===== config.mk =====
export PLATFORM = sky130hd
export DESIGN_NAME = max_pool1
export DESIGN_NICKNAME = d
export VERILOG_FILES = /design/src/rtl/max_pool1_pkg.sv /design/src/rtl/max_pool1_row_buffer.sv /design/src/rtl/max_pool1.sv
export SDC_FILE = /design/constraint.sdc
export NUM_CORES = 1
export LEC_CHECK = 0
export CAP_MARGIN = 30
export CORE_MARGIN = 1
export CORE_UTILIZATION = 52
export DETAILED_ROUTE_END_ITERATION = 8
export DONT_BUFFER_PORTS = 1
export PLACE_DENSITY = 0.81
export SLEW_MARGIN = 40
export SYNTH_ARGS = -nofsm -noshare
export SYNTH_HDL_FRONTEND = slang
export SYNTH_HIERARCHICAL = 1
export SYNTH_SLANG_ARGS = --single-unit

===== constraint.sdc =====
create_clock -name clk -period 3.8 [get_ports clk]
set_clock_uncertainty 0.05 [all_clocks]
set_input_delay 0.57 -clock clk [delete_from_list [all_inputs] [get_ports clk]]
set_output_delay 0.57 -clock clk [all_outputs]
set_load 0.03 [all_outputs]

===== src/rtl/max_pool1_pkg.sv =====
// Shared sizing constants for the first pooling stage, kept in step with the
// conv1 output word width.
package max_pool1_pkg;

  localparam int CONV1_OUT_W  = 32;
  localparam int POOL1_IN_W   = 21;
  localparam int POOL1_OUT_W  = POOL1_IN_W / 2;
  localparam int POOL1_DATA_W = CONV1_OUT_W;

endpackage


===== src/rtl/max_pool1_row_buffer.sv =====
// Holds the horizontal maxima of the top row of each 2x2 window until the
// bottom row arrives. Synchronous write, asynchronous read.
module max_pool1_row_buffer #(
  parameter int DEPTH  = 10,
  parameter int DATA_W = 32,
  parameter int AW     = $clog2(DEPTH)
) (
  input  logic              clk,
  input  logic              rst_n,
  input  logic              wr_en,
  input  logic [AW-1:0]     wr_addr,
  input  logic [DATA_W-1:0] wr_data,
  input  logic [AW-1:0]     rd_addr,
  output logic [DATA_W-1:0] rd_data
);

  logic [DATA_W-1:0] mem [DEPTH];

  always_ff @(posedge clk or negedge rst_n) begin
    if (!rst_n) begin
      for (int i = 0; i < DEPTH; i++) mem[i] <= '0;
    end else if (wr_en) begin
      mem[wr_addr] <= wr_data;
    end
  end

  assign rd_data = mem[rd_addr];

endmodule


===== src/rtl/max_pool1.sv =====
// 2x2 stride-2 max pooling over a raster-order stream; odd trailing row and
// column are consumed but never contribute to an output.
module max_pool1
  import max_pool1_pkg::*;
#(
  parameter int IN_WIDTH = POOL1_IN_W,
  parameter int DATA_W   = POOL1_DATA_W
) (
  input  logic              clk,
  input  logic              rst_n,
  input  logic [DATA_W-1:0] pool_data_in,
  input  logic              pool_data_in_valid,
  input  logic              img_in_en,
  output logic [DATA_W-1:0] pool_data_out,
  output logic              pool_data_out_valid,
  output logic              pool_frame_done
);

  localparam int OUT_WIDTH = IN_WIDTH / 2;
  localparam int CW        = $clog2(IN_WIDTH);
  localparam int AW        = $clog2(OUT_WIDTH);
  localparam logic [CW-1:0] POOL_LIM = CW'(2 * OUT_WIDTH);
  localparam logic [CW-1:0] LAST_WIN = CW'(2 * OUT_WIDTH - 1);
  localparam logic [CW-1:0] LAST_PIX = CW'(IN_WIDTH - 1);

  logic [CW-1:0]     col_cnt, row_cnt;
  logic [DATA_W-1:0] hold, hmax, rb_data, vmax;
  logic              acc, col_in, row_in, pair_done, rb_wr, emit;
  logic [AW-1:0]     rb_addr;

  // Valid/no-ready contract: a word moves only when pool_data_in_valid and
  // img_in_en are both high; each output strobe lasts one cycle and must be taken.
  assign acc       = pool_data_in_valid & img_in_en;
  assign col_in    = col_cnt < POOL_LIM;
  assign row_in    = row_cnt < POOL_LIM;
  assign pair_done = acc & col_in & col_cnt[0];
  assign rb_wr     = pair_done & row_in & ~row_cnt[0];
  assign emit      = pair_done & row_in & row_cnt[0];
  assign rb_addr   = AW'(col_cnt >> 1);
  assign hmax      = (pool_data_in > hold) ? pool_data_in : hold;
  assign vmax      = (rb_data > hmax) ? rb_data : hmax;

  max_pool1_row_buffer #(
    .DEPTH  (OUT_WIDTH),
    .DATA_W (DATA_W),
    .AW     (AW)
  ) u_row_buffer (
    .clk     (clk),
    .rst_n   (rst_n),
    .wr_en   (rb_wr),
    .wr_addr (rb_addr),
    .wr_data (hmax),
    .rd_addr (rb_addr),
    .rd_data (rb_data)
  );

  always_ff @(posedge clk or negedge rst_n) begin
    if (!rst_n) begin
      col_cnt             <= '0;
      row_cnt             <= '0;
      hold                <= '0;
      pool_data_out       <= '0;
      pool_data_out_valid <= 1'b0;
      pool_frame_done     <= 1'b0;
    end else begin
      pool_data_out_valid <= 1'b0;
      pool_frame_done     <= 1'b0;
      if (!img_in_en) begin
        col_cnt <= '0;
        row_cnt <= '0;
      end else if (pool_data_in_valid) begin
        if (col_cnt == LAST_PIX) begin
          col_cnt <= '0;
          row_cnt <= (row_cnt == LAST_PIX) ? '0 : row_cnt + 1'b1;
        end else begin
          col_cnt <= col_cnt + 1'b1;
        end
        if (col_in && !col_cnt[0]) hold <= pool_data_in;
        if (emit) begin
          pool_data_out       <= vmax;
          pool_data_out_valid <= 1'b1;
          pool_frame_done     <= (row_cnt == LAST_WIN) && (col_cnt == LAST_WIN);
        end
      end
    end
  end

endmodule

==> results of run 1 <==
registers in the layout, summed over array words and instances (netlist names):
register and count:
pool_frame_done 1, row_cnt 5, col_cnt 5, pool_data_out_valid 1
hold 32, pool_data_out 32, u_row_buffer/mem 320
worst min path at each step:
stage               startpoint  cells past startpoint  slack (ns)                     to
detailed placement       rst_n                      0        0.26  u_row_buffer/mem[101]
finish                   rst_n                      0       -0.27  u_row_buffer/mem[133]
global placement         rst_n                      0        0.26  u_row_buffer/mem[133]
floorplan                rst_n                      0        0.22             col_cnt[0]
CTS                      rst_n                      0       -0.30  u_row_buffer/mem[260]
global route             rst_n                      0       -0.29  u_row_buffer/mem[101]
cells in the final DEF, fill, tap and decap left out, types with 13 or more instances in the layout:
cell type / instances
mux2i_2: 13
buf_4: 139
nand2_1: 112
a21oi_1: 29
o21ai_0: 39
clkbuf_16: 42
o31ai_1: 32
inv_1: 68
o211ai_2: 30
ha_4: 19
buf_12: 21
mux2_2: 406
nor2_1: 44
nand4_1: 14
o211ai_1: 37
mux4_2: 32
dfrtp_1: 393
o22ai_1: 32
ha_1: 48
mux2i_4: 17
power by group through the flow:
stage	Clock (mW)	Combinational (mW)	Sequential, mW
finish	3.98	3.16	4.65
global placement	0	2.69	4.69
CTS	4.02	2.94	4.65
floorplan	0	1.86	4.68
detailed placement	0	2.80	4.72
global route	4.18	3.37	4.68
critical path, delay by kind of cell, from the launching register on:
family | cells | cell delay, ns
mux | 1 | 0.27
flops | 1 | 0.38
fa+ha+maj | 2 | 0.43
compound gates | 5 | 0.94
simple gates | 6 | 1.59
buf+inv | 5 | 0.74
logic make-up (layout without fill, tap and decap cells):
kind of cell	after synthesis	after routing	synth area share, %
flops	396	396	48.35
xor+xnor	1	1	0.04274
fa+ha+maj	67	67	4.090
simple gates	222	222	5.030
compound gates	231	231	8.345
mux	482	482	29.08
buf+inv	202	310	5.061
area by class of cell:
class	instances	area share, %
Sequential cell	396	41.78
Clock inverter	15	0.7117
Tap cell	518	2.731
Clock buffer	55	4.839
Timing Repair Buffer	167	6.627
Inverter	73	1.155
Multi-Input combinational cell	1003	42.16
what timing repair did:
| item | in CTS | in global routing |
|---|---|---|
| hold endpoints to repair | 396 | 396 |
| endpoints found under the setup margin | 32 | 32 |
| setup buffers | 4 | 10 |
| resized for setup | 22 | 35 |
| cloned | 1 | 1 |
| pin swaps | 10 | 14 |
stage by stage:
| step | hold slack, ns | util (%) |
|---|---|---|
| 5_1_grt | -0.2893 | 61.27 |
| 4_1_cts | -0.3043 | 60.43 |
| 6_report | -0.2651 | 61.27 |
| 2_1_floorplan | 0.2244 | - |
| 3_5_place_dp | 0.2570 | 56.57 |
| 3_3_place_gp | 0.2612 | 56.57 |
layer usage:
metal / part of all wire (%) / vias to the layer above
li1: - / 5953
met4: 3.3 / 0
met1: 41 / 7068
met2: 50 / 414
met3: 5.4 / 127
met5: 0 / -
==> impl_metrics.json, run 1 <==
{
  "grt_pass1_vias": 14160,
  "rr_endpoint": "pool_data_out[17]",
  "wirelength_microns": 50650,
  "dp_slack_ns": -1.059,
  "cts.sinks": 396,
  "multi_input_area_sq_um": 10010,
  "via_count": 13560,
  "yosysMostFrequentCell": "mux2_2",
  "switching_share_pct": 29.31,
  "r2r_cells": 19,
  "violations": "negative hold slack, negative setup slack",
  "start_kind": "flop",
  "dieArea_sq_um": 40210,
  "die_w_microns": 200.5,
  "routed_via_density": 6.090,
  "n_fill_cell": 2733,
  "worst_setup_path_end_kind": "flop",
  "power.internal_mw": 8.337,
  "grt_max_degree": 397,
  "whs_ns": -0.2651,
  "drtIter0Drc": 1015,
  "clock_path_buffers": 3,
  "dp_cells": 2141,
  "synth_top_area_cell": "dfrtp_1",
  "ys_ff_latch": 396,
  "cts_tree": "done",
  "max_stage_delay_ns": 0.46,
  "cp_cell_sequence": "inv_2 > ha_4 > nand4_1 > buf_4 > a2111oi_4 > o41ai_4 > a21oi_4 > buf_12 > buf_16 > mux2i_4 > ha_4 > nand4_1 > nor4_4 > and3_4 > or3_4 > o22ai_4 > or3_4 > buf_12 > o211ai_1",
  "met1_usage_pct": 31.75,
  "synth_top_area_share_pct": 48.35,
  "final_cells": 2227,
  "fin_ws_ns": -0.7037,
  "netlist_top_cells_count": "mux2_2, dfrtp_1, nand2_1",
  "synth_edf_count": 0,
  "path_clk_slew_ns": 0.07,
  "met3_usage_pct": 4.675,
  "p_total_mw": 11.79,
  "rsz0062_at_grt": "yes",
  "p_leak_nw": 11.36,
  "p_clk_share_pct": 33.8,
  "final_antenna_net_count": 0,
  "diodes": 0,
  "syn_inst": 1601,
  "initial_utilization_pct": 52.91,
  "slew_violations": 0,
  "hold_viol": 396,
  "grt_usage_pct": 24.70,
  "hp-class": "input port to asynchronous set/reset pin",
  "stdcell_area_sq_um": 23730,
  "crit_type": "flop to flop",
  "synth_flop_cell": "dfrtp_1",
  "wl_per_cell_microns": 22.74,
  "ir_drop_mv": 0.2979,
  "rrSetupSlack_ns": -0.70,
  "h-tree-depth": 2,
  "crit_fanout": 8,
  "clock-root-buffer": "clkbuf_16",
  "io_pins": 70,
  "p_comb_share_pct": 26.8,
  "critPathCapture": "pool_data_out[17]",
  "maxCapViolations": 0,
  "finalCritPeriodShare_pct": 118.5,
  "synth_area_sq_um": 20500,
  "placed_cell_area_sq_um": 21910,
  "drc": 0,
  "grt_pass1_wl_microns": 79160,
  "antenna_found_initial": 0,
  "place_congestion": 0.8934,
  "area_growth_syn_to_layout_pct": 15.80,
  "hpwl_microns": 30770,
  "synth_fp_nets": 1704,
  "setup_viol": 32,
  "cp_data_arrival_time_ns": 4.91,
  "critPathRequiredTime_ns": 4.21,
  "fp-row-count": 72,
  "max_clock_freq_mhz": 222.0,
  "ys_seq_area_share_pct": 48.35,
  "reg2reg_from": "hold[15]",
  "fp.coreArea_sq_um": 38740,
  "power_switching_mw": 3.457,
  "netlist_top_cells_area": "dfrtp_1, mux2_2, ha_1",
  "tightest_slew_ns": 0.9768,
  "crit_path_start": "hold[15]",
  "busiest_layer": "met2",
  "relSlewSlack_pct": 34.88,
  "pwr-share-seq_pct": 39.5,
  "clock_latency_ns": 0.54,
  "timing.setup.tns_ns": -21.82,
  "drive_above_1_share_pct": 46.17,
  "syn_avg_cell_area_sq_um": 12.80,
  "synth_warnings": 6,
  "die_y_microns": 200.5,
  "synth.distinct_cells": 63,
  "status": "complete, but fails checks",
  "io_buffers": 0,
  "min_period_ns": 4.504,
  "gr-total-overflow": 0,
  "pwr_density_cell_nw_per_um2": 496.9,
  "asyncSetResetFlopFracSynth_pct": 100.0,
  "crit_slowest_cell": "or3_4",
  "regArea_sq_um": 9916,
  "num-nets-final": 1784,
  "cts_buffers": 40,
  "grt_util_met2_pct": 42.01,
  "drtPass1Iterations": 5
}
Power figures use the tool's default switching activity.
==> inputs of run 2 (changes only) <==
PLACE_DENSITY = 0.78   (was 0.81)
clock period = 4.15 ns   (was 3.8 ns; I/O delays follow)
==> run 2 against run 1 <==
Net effect:
- via count is 2.1% lower
- largest power group unchanged
- first-iteration DRC count is 1.8% higher
- fmax down 0.37%
- highest routed layer unchanged
- critical path type unchanged
- the run still ends with negative hold slack, negative setup slack left
- critical endpoint is now pool_data_out[16]
- clock power decreased by 6.0%
==> impl_metrics.json, run 2 (synthesized netlist as in run 1, its figures left out) <==
{
  "drc": 0,
  "pwr_density_cell_nw_per_um2": 461.0,
  "multi_input_area_sq_um": 10100,
  "critPathRequiredTime_ns": 4.55,
  "crit_type": "flop to flop",
  "clock_latency_ns": 0.55,
  "drtIter0Drc": 1033,
  "drtPass1Iterations": 5,
  "grt_pass1_vias": 14290,
  "status": "complete, but fails checks",
  "fin_ws_ns": -0.3703,
  "ir_drop_mv": 0.2506,
  "hold_viol": 396,
  "wl_per_cell_microns": 22.35,
  "cts_buffers": 41,
  "violations": "negative hold slack, negative setup slack",
  "grt_usage_pct": 24.84,
  "top_register": "u_row_buffer/mem",
  "slew_violations": 0,
  "crit_slowest_cell": "or3_4",
  "die_y_microns": 200.5,
  "num-nets-final": 1783,
  "critPathBufInv": 4,
  "p_leak_nw": 11.34,
  "finalCritPeriodShare_pct": 108.9,
  "via_count": 13280,
  "grt_max_degree": 397,
  "final_common_cell": "mux2_2",
  "dieArea_sq_um": 40210,
  "worst_setup_path_end_kind": "flop",
  "crit_fanout": 8,
  "initial_utilization_pct": 52.91,
  "n_fill_cell": 2728,
  "cts_tree": "done",
  "gr-total-overflow": 0,
  "fp.coreArea_sq_um": 38740,
  "max_stage_delay_ns": 0.48,
  "hpwl_microns": 30440,
  "io_pins": 70,
  "min_period_ns": 4.520,
  "setup_viol": 32,
  "crit_family": "simple AND/OR/NAND/NOR gates",
  "area_growth_syn_to_layout_pct": 15.84,
  "busiest_layer": "met2",
  "cp_common_cell": "buf_12",
  "reg_top3": "u_row_buffer/mem (320), hold (32), pool_data_out (32)",
  "max_clock_freq_mhz": 221.2,
  "routed_via_density": 5.957,
  "relSlewSlack_pct": 26.58,
  "layout_common_cells": "mux2_2, dfrtp_1, buf_4",
  "tightest_slew_ns": 1.101,
  "diodes": 0,
  "final_antenna_net_count": 0,
  "io_buffers": 0,
  "regArea_sq_um": 9917,
  "h-tree-depth": 2,
  "stdcell_area_sq_um": 23740,
  "cts.sinks": 396,
  "whs_ns": -0.2211,
  "placed_cell_area_sq_um": 21800,
  "maxCapViolations": 0,
  "start_kind": "flop",
  "fp-row-count": 72,
  "path_clk_slew_ns": 0.06,
  "antenna_found_initial": 0,
  "grt_pass1_wl_microns": 79930,
  "met3_usage_pct": 4.919,
  "die_w_microns": 200.5,
  "drive_above_1_share_pct": 46.93,
  "clock-root-buffer": "clkbuf_16",
  "grt_util_met2_pct": 41.69,
  "wirelength_microns": 49810,
  "cp_cell_sequence": "inv_1 > ha_4 > nand4_1 > a2111oi_4 > o41ai_4 > a21oi_4 > buf_12 > buf_12 > mux2i_4 > ha_4 > nand4_1 > nor4_4 > and3_4 > or2b_4 > a31oi_4 > or3_4 > buf_12 > o211ai_1",
  "met1_usage_pct": 32.64,
  "cp_data_arrival_time_ns": 4.92,
  "place_congestion": 0.8733,
  "clock_path_buffers": 3,
  "hp-class": "input port to asynchronous set/reset pin",
  "rsz0062_at_grt": "yes",
  "largest_register_ff_count": 320
}
==> run 2: cell types whose count changed in the layout (fill, tap and decap cells not counted), moves of 3 or more <==
cell / previous run / this run
buf_12: 21 / 13
buf_4: 139 / 146
ha_1: 48 / 42
ha_4: 19 / 25
inv_1: 68 / 63
inv_2: 5 / 10
clkinv_2: 6 / 9
inv_6: 0 / 3
==> run 2: worst paths after layout <==
path	from	end	slack, ns	cells past startpoint
setup / recovery	hold[12]	pool_data_out[16]	-0.37	18
hold / removal	rst_n	row_cnt[0]	-0.22	0
setup reg to reg	hold[12]	pool_data_out[16]	-0.37	18
hold reg to reg	u_row_buffer/mem[102]	u_row_buffer/mem[102]	0.44	1
max in group asynchronous	rst_n	u_row_buffer/mem[117]	3.42	0
min in group clk	pool_data_in[2]	hold[2]	0.15	2
==> run 2: repair_timing <==
action | CTS | global route
hold endpoints to repair | 396 | 396
pin swaps | 19 | 25
setup buffers | 5 | 14
cloned | 2 | 0
gates resized for setup | 34 | 32
endpoints found under the setup margin | 32 | 32
==> run 2: final cells by class <==
cell class              instances  share of cell area (%)
multi-input cells            1003                   42.54
flip-flops and latches        396                   41.77
repair buffers                165                   6.081
clock buffers                  56                   4.854
well taps                     518                   2.730
inverters                      73                   1.154
clock inverters                18                  0.8748
==> run 2: power breakdown <==
part	switching [mW]	total (mW)	leakage, nW	internal (mW)
clock network	1.54	3.74	0.675	2.20
registers	0.141	4.26	5.40	4.12
logic	1.51	2.94	5.27	1.43
==> run 2: per-stage QoR <==
step / instances / utilization, % / power [mW] / TNS [ns] / setup slack (ns)
after floorplan: 1601 / - / 5.988 / -2.271 / -0.07486
after global placement: 2137 / 56.27 / 6.774 / -17.68 / -0.5694
after detailed placement: 2137 / 56.28 / 6.894 / -19.01 / -0.6171
after CTS: 2217 / 60.44 / 10.77 / -9.179 / -0.3168
after global routing: 2229 / 61.29 / 11.42 / -14.03 / -0.4882
final: 2229 / 61.29 / 10.95 / -10.50 / -0.3703
==> run 2: per-layer routing <==
metal / vias up / wire, microns
met2: 312 / 24970
met3: 81 / 2732
met5: - / 0
li1: 5951 / -
met4: 0 / 1169
met1: 6934 / 20940
